<file path="src/rtl/line_fill_arbiter.sv">
// Arbitrates the single cacheline adaptor between icache and dcache.
// Data-first priority with a starvation limit that guarantees instruction fetch progress.
module line_fill_arbiter #(
  parameter int LINE_W     = 256,
  parameter int ADDR_W     = 32,
  parameter int STARVE_MAX = 4
) (
  input  logic              clk,
  input  logic              rst,
  input  logic              inst_read_i,
  input  logic [ADDR_W-1:0] inst_addr_i,
  output logic [LINE_W-1:0] inst_rdata_o,
  output logic              inst_resp_o,
  input  logic              data_read_i,
  input  logic              data_write_i,
  input  logic [ADDR_W-1:0] data_addr_i,
  input  logic [LINE_W-1:0] data_wdata_i,
  output logic [LINE_W-1:0] data_rdata_o,
  output logic              data_resp_o,
  output logic              mem_read_o,
  output logic              mem_write_o,
  output logic [ADDR_W-1:0] mem_addr_o,
  output logic [LINE_W-1:0] mem_wdata_o,
  input  logic [LINE_W-1:0] mem_rdata_i,
  input  logic              mem_resp_i
);

  localparam int CNT_W = $clog2(STARVE_MAX + 1);
  localparam logic [CNT_W-1:0] CNT_MAX = CNT_W'(STARVE_MAX);

  typedef enum logic [1:0] {
    IDLE   = 2'd0,
    BUSY_I = 2'd1,
    BUSY_D = 2'd2,
    RESP   = 2'd3
  } state_t;

  state_t           state, state_nxt;
  logic             owner_d, owner_d_nxt;
  logic [CNT_W-1:0] starve_cnt, starve_cnt_nxt;
  logic             mem_read_nxt, mem_write_nxt;
  logic             data_req, grant_i, grant_d;
  logic             capture_i, capture_d;

  always_ff @(posedge clk or posedge rst) begin
    if (rst) begin
      state       <= IDLE;
      owner_d     <= 1'b0;
      starve_cnt  <= '0;
      mem_read_o  <= 1'b0;
      mem_write_o <= 1'b0;
    end else begin
      state       <= state_nxt;
      owner_d     <= owner_d_nxt;
      starve_cnt  <= starve_cnt_nxt;
      mem_read_o  <= mem_read_nxt;
      mem_write_o <= mem_write_nxt;
    end
  end

  always_comb begin
    state_nxt      = state;
    owner_d_nxt    = owner_d;
    starve_cnt_nxt = starve_cnt;
    mem_read_nxt   = mem_read_o;
    mem_write_nxt  = mem_write_o;
    grant_i        = 1'b0;
    grant_d        = 1'b0;
    data_req       = data_read_i | data_write_i;

    case (state)
      IDLE: begin
        // Data wins unless instruction fetch has already been passed over STARVE_MAX times.
        if (data_req && !(inst_read_i && (starve_cnt == CNT_MAX))) begin
          grant_d = 1'b1;
        end else if (inst_read_i) begin
          grant_i = 1'b1;
        end

        if (grant_d) begin
          state_nxt     = BUSY_D;
          owner_d_nxt   = 1'b1;
          mem_write_nxt = data_write_i;
          mem_read_nxt  = ~data_write_i;
          if (!inst_read_i) begin
            starve_cnt_nxt = '0;
          end else if (starve_cnt != CNT_MAX) begin
            starve_cnt_nxt = starve_cnt + CNT_W'(1);
          end
        end else if (grant_i) begin
          state_nxt      = BUSY_I;
          owner_d_nxt    = 1'b0;
          mem_read_nxt   = 1'b1;
          mem_write_nxt  = 1'b0;
          starve_cnt_nxt = '0;
        end
      end
      BUSY_I, BUSY_D: begin
        if (mem_resp_i) begin
          state_nxt     = RESP;
          mem_read_nxt  = 1'b0;
          mem_write_nxt = 1'b0;
        end
      end
      RESP: begin
        // Requests are not sampled here so the still-high winning request is not re-granted.
        state_nxt = IDLE;
      end
      default: begin
        state_nxt = IDLE;
      end
    endcase
  end

  assign capture_i = (state == BUSY_I) && mem_resp_i;
  assign capture_d = (state == BUSY_D) && mem_resp_i;

  always_ff @(posedge clk or posedge rst) begin
    if (rst) begin
      mem_addr_o   <= '0;
      mem_wdata_o  <= '0;
      inst_rdata_o <= '0;
      data_rdata_o <= '0;
    end else begin
      if (grant_d) begin
        mem_addr_o  <= data_addr_i;
        mem_wdata_o <= data_wdata_i;
      end else if (grant_i) begin
        mem_addr_o  <= inst_addr_i;
      end
      if (capture_i) begin
        inst_rdata_o <= mem_rdata_i;
      end
      if (capture_d) begin
        data_rdata_o <= mem_rdata_i;
      end
    end
  end

  assign inst_resp_o = (state == RESP) && !owner_d;
  assign data_resp_o = (state == RESP) && owner_d;

endmodule

</file>
<file path="config.mk">
export PLATFORM = sky130hd
export DESIGN_NAME = line_fill_arbiter
export DESIGN_NICKNAME = d
export VERILOG_FILES = /design/src/rtl/line_fill_arbiter.sv
export SDC_FILE = /design/constraint.sdc
export NUM_CORES = 2
export LEC_CHECK = 0
export BUFFER_PORTS_ARGS = -buffer_cell sky130_fd_sc_hd__buf_2
export CORE_AREA = 3 3 535 537
export DETAILED_ROUTE_END_ITERATION = 8
export DIE_AREA = 0 0 538 540
export SLEW_MARGIN = 20
export SYNTH_ARGS = -nofsm -noshare
export SYNTH_HDL_FRONTEND = slang
export SYNTH_SLANG_ARGS = --single-unit
</file>
<file path="constraint.sdc">
create_clock -name clk -period 40.3 [get_ports clk]
set_clock_uncertainty 0.15 [all_clocks]
set_input_delay 0 -clock clk [delete_from_list [all_inputs] [get_ports clk]]
set_output_delay 0 -clock clk [all_outputs]
set_load 0.02 [all_outputs]
</file>
==> impl_results.md <==
- Warning count from the yosys run: 0
- Global-route wire length before repair: 269 mm
- Arrival time of data at the critical path endpoint: 5810 ps
- Sequential-to-total area share from yosys stat: 0.661
- Transition time at the pin with the least slew margin: 982 ps
- Setup repair after global routing missed its margin: no
- Class of the worst hold path: input pin to flip-flop
- Detailed placer's ending HPWL: 169 mm
- Maximum number of pins on one net before global-route repair: 157
- Setup Crit Path Kind: flip-flop to flip-flop
- Combinational fraction of design power: 0.485
- CP Launch Type: flip-flop
- Register bit count reported by yosys: 808
- Leak Pwr: 25.1 nW
- Min cycle time layout: 5320 ps
- Required time of the worst setup path: 40,790 ps
- Number of global-route vias before repair: 29,600
- Share of flip-flops with an asynchronous set or reset: 1.00
- Biggest fanout along the worst timing path: 70
- Final-report setup violation count: 0
- Layout cell share with drive strength beyond 1: 0.480
- First-pass detailed-route iteration total: 5
- Setup crit end kind: flip-flop
- Final total power: 4.64 mW
- Net load switching power: 2.07 mW
- Fraction of the cycle the final worst path needs: 0.132
- TritonCTS clock tree: done
- Global routing usage summed across all routing layers: 0.136
- Floorplan die height: 540 microns
- Post-synth net total: 2,445
- Floorplan Core Area: 282,000 sq um
- Synth Cell Area: 30,600 sq um
- Relative slew margins: 0.346
- Slowest cell on the critical path: buf_4
- Cell internal pwr: 2.57 mW
- Clock network latency to the later pin of the worst-skew pair: 780 ps
- Clock share of power: 0.198
- Crit-path most repeated cell: buf_4
- DR iter-0 viols: 1,842
- Clock tree buffer depth: 4
- Count of final hold-check violations: 0
- Max Transition Viols Final: 0
- Last weighted congestion value of the routability-driven placer: 1.04
- Core Rows: 195
- CTS sink cnt: 808
- Pwr dens: 82.0 nW/um^2
- Run status: complete, no violations
- Setup TNS: 0 ps
- Worst IR Drop VDD: 0.0552 mV
- Post-synth EDFFs: 0
- Post-synthesis average cell area: 16.5 sq um
- Cells along the critical path: inv_1 > ha_2 > o21ai_2 > buf_4 > nor2_8 > buf_4 > buf_4 > buf_4 > mux2_1
- Area growth from synthesis to layout: 84.7%
- Routed length per instance: 25.2 microns
- Resized Gates After CTS: 0
- Filler Cell Count: 30,400
- Maximum cell stage delay along the critical path: 830 ps
- Sequential fraction of design power: 0.317
- Number of buffers created by CTS: 98
- Port buffer count: 1,385
- Ports placed on the boundary: 1,386
- Chip width: 538 microns
- H-tree levels: 3
- Library cell used as clock root buffer: clkbuf_16
- DRC viols: 0
- Vias: 28,300
- Library cells used by synthesis: 33
- Prevailing post-synth register cell: dfrtp_1
- Worst-path clk slew: 70 ps
- Switching share of power: 0.447
- Initial antenna violation count: 105
- Fmax: 188 MHz
- Post-Synthesis Cells: 1,857
- Total congestion overflow after global routing: 0
- Routed Antenna Nets: 0
- Max Cap Violations: 0
- Post-detailed-routing wire length: 208 mm
- Fraction of the core area covered by cells at the end of the flow: 0.200
- DIE AREA: 291,000 sq um
- Initial cell density of the core: 0.109
- Vias/cell: 3.43
- Fin nets: 4,986
## state kept, by name, indices dropped and copies added, names as in the netlist
register,flops
data_rdata_o,256
inst_rdata_o,256
mem_wdata_o,256
mem_addr_o,32
starve_cnt,3
state,2
mem_read_o,1
mem_write_o,1
owner_d,1
## timing repair
item / 4_1_cts / 5_1_grt
hold endpoints to repair: 1199 / 0
hold buffers: 1136 / 0
buffers inserted: 0 / 0
## layer usage
layer | routed length [microns] | up-vias | GRT usage
met3 | 27200 | 394 | 0.0723
li1 | - | 11800 | -
met5 | 474 | - | 0
met4 | 8230 | 74 | 0.0455
met1 | 86400 | 14400 | 0.169
met2 | 85200 | 1655 | 0.200
## Yosys cell counts, drive strengths merged, types with 2 or more instances
cell | instances | area [sq um]
a41oi | 33 | 289
nand2 | 6 | 22.5
a32o | 3 | 30.0
ha | 6 | 75.1
inv | 5 | 18.8
a21oi | 33 | 165
nand2b | 3 | 18.8
clkbuf | 24 | 90.1
dfrtp | 808 | 20200
nand3 | 2 | 10.0
o21ai | 34 | 174
mux2 | 768 | 8650
buf | 85 | 603
nor2 | 35 | 148
## path summary, 6_finish.rpt
check / from / to / slack [ps] / cells after the start
max reg2reg: state[1] / mem_wdata_o[152] / 34980 / 9
min in group asynchronous: rst / inst_rdata_o[183] / 340 / 4
min reg2reg: mem_wdata_o[153] / mem_wdata_o[153] / 330 / 1
min: data_wdata_i[202] / mem_wdata_o[202] / 20 / 3
max in group asynchronous: rst / data_rdata_o[9] / 35440 / 9
max: state[1] / mem_wdata_o[152] / 34980 / 9
## kinds of logic (layout without fill, tap and decap cells)
kind of cell	after synthesis	count (layout)	share of synthesized area
AOI/OAI and AO/OA	109	109	0.0233
adders and majority gates	6	6	0.00245
buffers and inverters	114	2727	0.0233
DFF	808	808	0.661
muxes	768	768	0.283
other	0	32	0
and+or+nand+nor	52	52	0.00789
## power groups by stage
stage | logic [mW] | registers (mW) | clock network, mW
global route | 2.37 | 1.51 | 0.977
global placement | 2.10 | 1.45 | 0
detailed placement | 2.12 | 1.46 | 0
finish | 2.25 | 1.47 | 0.918
CTS | 2.26 | 1.46 | 0.945
floorplan | 0.600 | 1.95 | 0
## area by class of cell
class                           count  area, sq um  share of cell area
Clock inverter                     43          533             0.00943
Inverter                            5         26.3            0.000465
Multi-Input combinational cell    935         9710               0.172
Clock buffer                      129         2760              0.0488
Sequential cell                   808        20200               0.358
Antenna cell                       32         80.1             0.00142
Timing Repair Buffer             2550        18500               0.328
Tap cell                         3743         4680              0.0828
## worst max-delay path, delay by kind of cell, from the launching register on
| family | cells | cell delay (ps) |
|---|---|---|
| simple gates | 1 | 370 |
| mux | 1 | 400 |
| fa+ha+maj | 1 | 640 |
| buf+inv | 5 | 2810 |
| compound gates | 1 | 110 |
| flops | 1 | 420 |
## stage by stage
stage / instance area [sq um] / instances / setup WS, ps / hold WS [ps]
2_1_floorplan: 30600 / 1857 / 17460 / -15.3
3_3_place_gp: 41800 / 6905 / 35290 / -51.5
3_5_place_dp: 41800 / 6905 / 35110 / -42.3
4_1_cts: 56500 / 8213 / 35100 / 0.248
5_1_grt: 56500 / 8226 / 34760 / 7.48
6_report: 56500 / 8245 / 34980 / 17.2
## layout by cell type, fill, tap and decap left out, types with 4 or more instances in the layout
cell type	count
mux2_2	561
diode_2	32
a41oi_1	33
clkbuf_1	12
bufinv_16	8
clkbuf_16	98
nor2_1	34
clkinvlp_4	6
clkinv_2	18
mux2_1	207
buf_2	1385
buf_4	28
inv_1	4
o21ai_0	33
clkbuf_8	19
ha_1	5
nand2_1	4
dlygate4sd3_1	1136
dfrtp_1	808
a21oi_1	33
(Power assumes the default switching activity.)
